===== src/rtl/pipelined_cla_adder_pkg.sv =====
// Shared adder definitions: default geometry, result-field index macros and helpers.
// The ADDER_* macros live here so every adder block that imports this package sees the same values.
`ifndef ADDER_DEFS_VH
`define ADDER_DEFS_VH
`define ADDER_SEG_DEFAULT 4
`define ADDER_WIDTH_DEFAULT 32
`define ADDER_CARRY_BIT(W) (W)
`define ADDER_SUM_MSB(W) ((W)-1)
`endif

package pipelined_cla_adder_pkg;

    localparam int unsigned SEG_DEFAULT   = `ADDER_SEG_DEFAULT;
    localparam int unsigned WIDTH_DEFAULT = `ADDER_WIDTH_DEFAULT;

    typedef enum logic {
        OP_ADD = 1'b0,
        OP_SUB = 1'b1
    } op_e;

    // Guarded so an illegal SEG of zero cannot divide by zero during elaboration.
    function automatic int unsigned num_segments(input int unsigned width, input int unsigned seg);
        if (seg == 0) begin
            return 1;
        end
        return width / seg;
    endfunction

    function automatic bit geometry_ok(input int unsigned width, input int unsigned seg);
        if (seg < 1) begin
            return 1'b0;
        end
        return (width % seg) == 0;
    endfunction

endpackage


===== src/rtl/pipelined_cla_adder_cla_segment.sv =====
// Combinational SEG-bit carry-lookahead adder slice with group propagate/generate outputs.
module cla_segment
    import pipelined_cla_adder_pkg::*;
#(
    parameter int unsigned SEG = SEG_DEFAULT
) (
    input  logic [SEG-1:0] a,
    input  logic [SEG-1:0] b,
    input  logic           ci,
    output logic [SEG-1:0] s,
    output logic           co,
    output logic           pg,
    output logic           gg
);

    logic [SEG-1:0] w_g;
    logic [SEG-1:0] w_p;
    logic [SEG-1:0] w_gen;
    logic [SEG-1:0] w_prop;
    logic [SEG:0]   w_c;

    assign w_g = a & b;
    assign w_p = a ^ b;

    // w_gen[i]: carry out of bit i with ci = 0; w_prop[i]: &p[i:0]. Fully expanded, no ripple.
    always_comb begin
        w_gen  = '0;
        w_prop = '0;
        for (int i = 0; i < SEG; i++) begin
            w_gen[i]  = w_g[i];
            w_prop[i] = w_p[i];
            for (int j = i - 1; j >= 0; j--) begin
                w_gen[i]  = w_gen[i] | (w_prop[i] & w_g[j]);
                w_prop[i] = w_prop[i] & w_p[j];
            end
        end
    end

    always_comb begin
        w_c    = '0;
        w_c[0] = ci;
        for (int i = 0; i < SEG; i++) begin
            w_c[i+1] = w_gen[i] | (w_prop[i] & ci);
        end
    end

    assign s  = w_p ^ w_c[SEG-1:0];
    assign co = w_c[SEG];
    assign pg = w_prop[SEG-1];
    assign gg = w_gen[SEG-1];

endmodule


===== src/rtl/pipelined_cla_adder.sv =====
// Pipelined carry-lookahead adder, one SEG-bit segment per stage, valid/ready with global stall.
// Optional macro ADD_SUB_EN adds a 'sub' input selecting a - b.
module pipelined_cla_adder
    import pipelined_cla_adder_pkg::*;
#(
    parameter int unsigned WIDTH = WIDTH_DEFAULT,
    parameter int unsigned SEG   = SEG_DEFAULT
) (
    input  logic             clk,
    input  logic             rst,
    input  logic             in_valid,
    output logic             in_ready,
    input  logic [WIDTH-1:0] a,
    input  logic [WIDTH-1:0] b,
    input  logic             ci,
`ifdef ADD_SUB_EN
    input  logic             sub,
`endif
    output logic             out_valid,
    input  logic             out_ready,
    output logic [WIDTH:0]   sum,
    output logic             ovf
);

    localparam int unsigned NSEG = num_segments(WIDTH, SEG);

    if (!geometry_ok(WIDTH, SEG)) begin : g_bad_geometry
        $error("pipelined_cla_adder: WIDTH must be a multiple of SEG and SEG must be at least 1");
    end

    logic             r_v   [NSEG];
    logic [WIDTH-1:0] r_a   [NSEG];
    logic [WIDTH-1:0] r_b   [NSEG];
    logic [WIDTH-1:0] r_s   [NSEG];
    logic             r_c   [NSEG];
    logic             r_ovf;

    logic             w_adv;
    op_e              w_op;
    logic [WIDTH-1:0] w_b0;
    logic             w_c0;
    logic             w_vin [NSEG];
    logic [WIDTH-1:0] w_ain [NSEG];
    logic [WIDTH-1:0] w_bin [NSEG];
    logic             w_cin [NSEG];
    logic [SEG-1:0]   w_ss  [NSEG];
    logic             w_co  [NSEG];
    logic             w_pg  [NSEG];
    logic             w_gg  [NSEG];
    logic             w_ovf;

`ifdef ADD_SUB_EN
    assign w_op = sub ? OP_SUB : OP_ADD;
`else
    assign w_op = OP_ADD;
`endif

    // Subtraction is a + ~b + 1; the inverted operand travels down the skew registers.
    assign w_b0 = (w_op == OP_SUB) ? ~b : b;
    assign w_c0 = (w_op == OP_SUB) ? 1'b1 : ci;

    assign w_adv    = ~r_v[NSEG-1] | out_ready;
    assign in_ready = w_adv;

    always_comb begin
        w_vin[0] = in_valid;
        w_ain[0] = a;
        w_bin[0] = w_b0;
        w_cin[0] = w_c0;
        for (int k = 1; k < NSEG; k++) begin
            w_vin[k] = r_v[k-1];
            w_ain[k] = r_a[k-1];
            w_bin[k] = r_b[k-1];
            w_cin[k] = r_c[k-1];
        end
    end

    // Each stage always works on the low segment; operands are shifted down as they advance.
    for (genvar k = 0; k < NSEG; k++) begin : g_stage
        cla_segment #(
            .SEG (SEG)
        ) u_seg (
            .a  (w_ain[k][SEG-1:0]),
            .b  (w_bin[k][SEG-1:0]),
            .ci (w_cin[k]),
            .s  (w_ss[k]),
            .co (w_co[k]),
            .pg (w_pg[k]),
            .gg (w_gg[k])
        );
    end

    // Carry into the MSB is recovered from the MSB's own operands and sum bit.
    assign w_ovf = w_ain[NSEG-1][SEG-1] ^ w_bin[NSEG-1][SEG-1]
                 ^ w_ss[NSEG-1][SEG-1] ^ w_co[NSEG-1];

    always_ff @(posedge clk or posedge rst) begin
        if (rst) begin
            for (int k = 0; k < NSEG; k++) begin
                r_v[k] <= 1'b0;
                r_a[k] <= '0;
                r_b[k] <= '0;
                r_s[k] <= '0;
                r_c[k] <= 1'b0;
            end
            r_ovf <= 1'b0;
        end else if (w_adv) begin
            for (int k = 0; k < NSEG; k++) begin
                r_v[k] <= w_vin[k];
                r_a[k] <= w_ain[k] >> SEG;
                r_b[k] <= w_bin[k] >> SEG;
                r_c[k] <= w_gg[k] | (w_pg[k] & w_cin[k]);
                if (k == 0) begin
                    r_s[k] <= '0;
                end else begin
                    r_s[k] <= r_s[k-1];
                end
                r_s[k][k*SEG +: SEG] <= w_ss[k];
            end
            r_ovf <= w_vin[NSEG-1] & w_ovf;
        end
    end

    assign out_valid                         = r_v[NSEG-1];
    assign sum[`ADDER_CARRY_BIT(WIDTH)]      = r_c[NSEG-1];
    assign sum[`ADDER_SUM_MSB(WIDTH):0]      = r_s[NSEG-1];
    assign ovf                               = r_ovf;

endmodule


===== config.mk =====
export PLATFORM = sky130hd
export DESIGN_NAME = pipelined_cla_adder
export DESIGN_NICKNAME = d
export VERILOG_FILES = /design/src/rtl/pipelined_cla_adder_pkg.sv /design/src/rtl/pipelined_cla_adder_cla_segment.sv /design/src/rtl/pipelined_cla_adder.sv
export SDC_FILE = /design/constraint.sdc
export NUM_CORES = 1
export LEC_CHECK = 0
export ABC_CLOCK_PERIOD_IN_PS = 13850
export CORE_ASPECT_RATIO = 2
export CORE_MARGIN = 8
export CORE_UTILIZATION = 53
export DETAILED_ROUTE_END_ITERATION = 6
export GPL_TIMING_DRIVEN = 0
export PLACE_DENSITY_LB_ADDON = 0.05
export SETUP_SLACK_MARGIN = 0.5
export SLEW_MARGIN = 5
export SYNTH_ARGS = -nofsm -noshare
export SYNTH_HDL_FRONTEND = slang
export SYNTH_HIERARCHICAL = 1
export SYNTH_SLANG_ARGS = --single-unit
export TNS_END_PERCENT = 20

===== constraint.sdc =====
create_clock -name clk -period 13.85 [get_ports clk]
set_clock_uncertainty 0.15 [all_clocks]
set_input_delay 2.77 -clock clk [delete_from_list [all_inputs] [get_ports clk]]
set_output_delay 2.77 -clock clk [all_outputs]
set_load 0.005 [all_outputs]

==> flow_metrics.tcl <==
set metrics [dict create \
    status "finished clean" \
    yosys_warnings 6 \
    crit_fanout 10 \
    cts_hold_buffers 0 \
    avgSynthCellArea_sq_um 8.96 \
    dp_slack_ns 6.46 \
    crit_type "in2out" \
    seq_power_share_pct 44.7 \
    p_leak_nw 10.4 \
    gp_congestion 0.812 \
    die_y_um 264 \
    clk_pin_slew_ns 0.06 \
    drtAntennaViolNets 0 \
    rsz0062_at_grt "no" \
    place_inst 2297 \
    fin_crit_sh_pct 53.2 \
    row_count 90 \
    hold_start "r_b[105]" \
    drtIter0Drc 414 \
    clockBufferDepth 3 \
    drc_errors 0 \
    fillers 2712 \
    worst_slew_pin_slew_ns 0.540 \
    hold_viol_final 0 \
    n_antenna_cell 0 \
    place_area_sq_um 18000 \
    p_per_area_nw_per_um2 225 \
    grt_start_max_net_pins 44 \
    p_int_w 0.00282 \
    io_pins 105 \
    whs_ns 0.314 \
    cts_resized 0 \
    start_util_pct 53.9 \
    layout_setup_ws_ns 6.49 \
    via_per_inst 4.80 \
    drive_gt1_share_pct 10.2 \
    core_area_sq_um 30200 \
    drv_cap 0 \
    route.met3.wl_um 1030 \
    arrival_ns 4.44 \
    overflow 0 \
    wl_met2_um 18500 \
    switching_share_pct 34.3 \
    netlist_instances 1815 \
    routed_wl_um 33200 \
    cts_tree "yes" \
    cts_post_setup_buffers_inserted 0 \
    die_w_um 140 \
    num_vias 11300 \
    htreeDepth 2 \
    power.net_switching_w 0.00147 \
    syn2layout_area_growth_pct 17.3 \
    cts_root_buffer "clkbuf_16" \
    die_area_sq_um 36900 \
    layoutNonFillerInstCount 2356 \
    grt_pass1_wl_um 57100 \
    cts_buffers 35 \
    netlist_area_sq_um 16300 \
    syn_nets 1924 \
    top_layer_used "met4" \
    port_buffers 104 \
    antenna_found_initial 1 \
    max_slew_margin_pct 63.9 \
    final_nets 2075 \
    drt-met1-wl_um 12300 \
    worstPathRequired_ns 10.93 \
    cts.sinks 385 \
    grt_pass1_vias 11800 \
    clock_latency_ns 0.52 \
    timing.final.crit_period_ns 7.36 \
    drv_slew 0 \
    pwr-share-comb_pct 33.3 \
    max_freq_mhz 136 \
    crit_path_start_kind "primary input" \
    min-delay-path-class "reg2reg" \
    finalSetupTns_ns 0 \
    fin_area_sq_um 19100 \
    drt-pass1-iter-count 4 \
    ir_drop_mv 0.121 \
    grtUsageTotal_pct 19.0 \
    critPathCaptureType "primary output" \
    routedWlPerCell_um 14.1 \
    timing.rr.start "r_b[34]" \
    p_clk_share_pct 22.0 \
    setup_viol 0 \
    startpoint "out_ready" \
    dp_hpwl_um 25600 \
]
critical path, cell delays in order:
cell and delay, ns:
clkdlybuf4s50_1 0.57, nor2b_4 0.06, buf_6 0.13, inv_4 0.12, buf_2 0.24, clkdlybuf4s50_1 0.54
per-stage QoR:
step / power (W) / util [%]
floorplan: 0.00292 / -
global placement: 0.00332 / 58.9
detailed placement: 0.00339 / 59.5
CTS: 0.00435 / 63.2
global route: 0.00464 / 63.2
finish: 0.00429 / 63.2
power by group through the flow:
stage | clock (W) | combinational (W) | sequential (W)
finish | 0.000944 | 0.00143 | 0.00192
global route | 0.00101 | 0.00165 | 0.00198
CTS | 0.000967 | 0.00146 | 0.00192
detailed placement | 0 | 0.00145 | 0.00194
global placement | 0 | 0.00140 | 0.00193
floorplan | 0 | 0.00108 | 0.00184
metal layers:
layer,up-vias,track usage (%)
met5,-,0
met4,0,8.03
met3,58,2.87
met2,160,36.9
met1,5252,19.6
li1,5834,-
sequential cells by signal, summed over array words and instances (netlist names):
register   count
r_a          112
r_v            7
r_s          112
ovf            1
r_b          112
r_c            7
sum           33
out_valid      1
cells in the final DEF, fill, tap and decap left out, types with 2 or more instances in the layout:
master / instances
nand2_1: 1142
clkbuf_8: 7
clkdlybuf4s50_1: 104
clkinv_2: 3
buf_6: 24
xnor2_1: 14
ha_1: 32
clkbuf_16: 37
xor2_1: 12
a41oi_1: 2
nand3_2: 5
clkbuf_1: 10
o21ai_0: 10
a21oi_2: 8
buf_4: 49
o21bai_1: 2
buf_12: 10
a21oi_1: 18
buf_2: 44
clkinvlp_4: 2
o21ai_2: 2
dfrtp_1: 385
nand4_1: 5
nand3_1: 6
and4_2: 7
inv_1: 15
a21o_1: 16
fa_1: 8
final cells by class:
type                       instances  area, sq um  area share, %
clock buffer                      54         1060           5.56
inverter                          17         70.1          0.367
tap                              368          460           2.41
multi-input combinational       1295         5680           29.8
timing repair buffer             114         1240           6.51
buffer                           118          873           4.58
sequential                       385         9630           50.5
clock inverter                     5         52.6          0.276
worst paths after layout:
kind | depth (start not counted) | endpoint | slack (ns)
min in group asynchronous | 2 | r_s[104] | 2.50
worst max register to register | 7 | ovf | 11.85
worst min-delay path | 2 | r_b[105] | 0.31
worst max-delay path | 6 | in_ready | 6.49
max in group asynchronous | 6 | r_s[132] | 9.67
worst min register to register | 2 | r_b[105] | 0.31
Note: power is estimated with default switching activity, not from simulation.
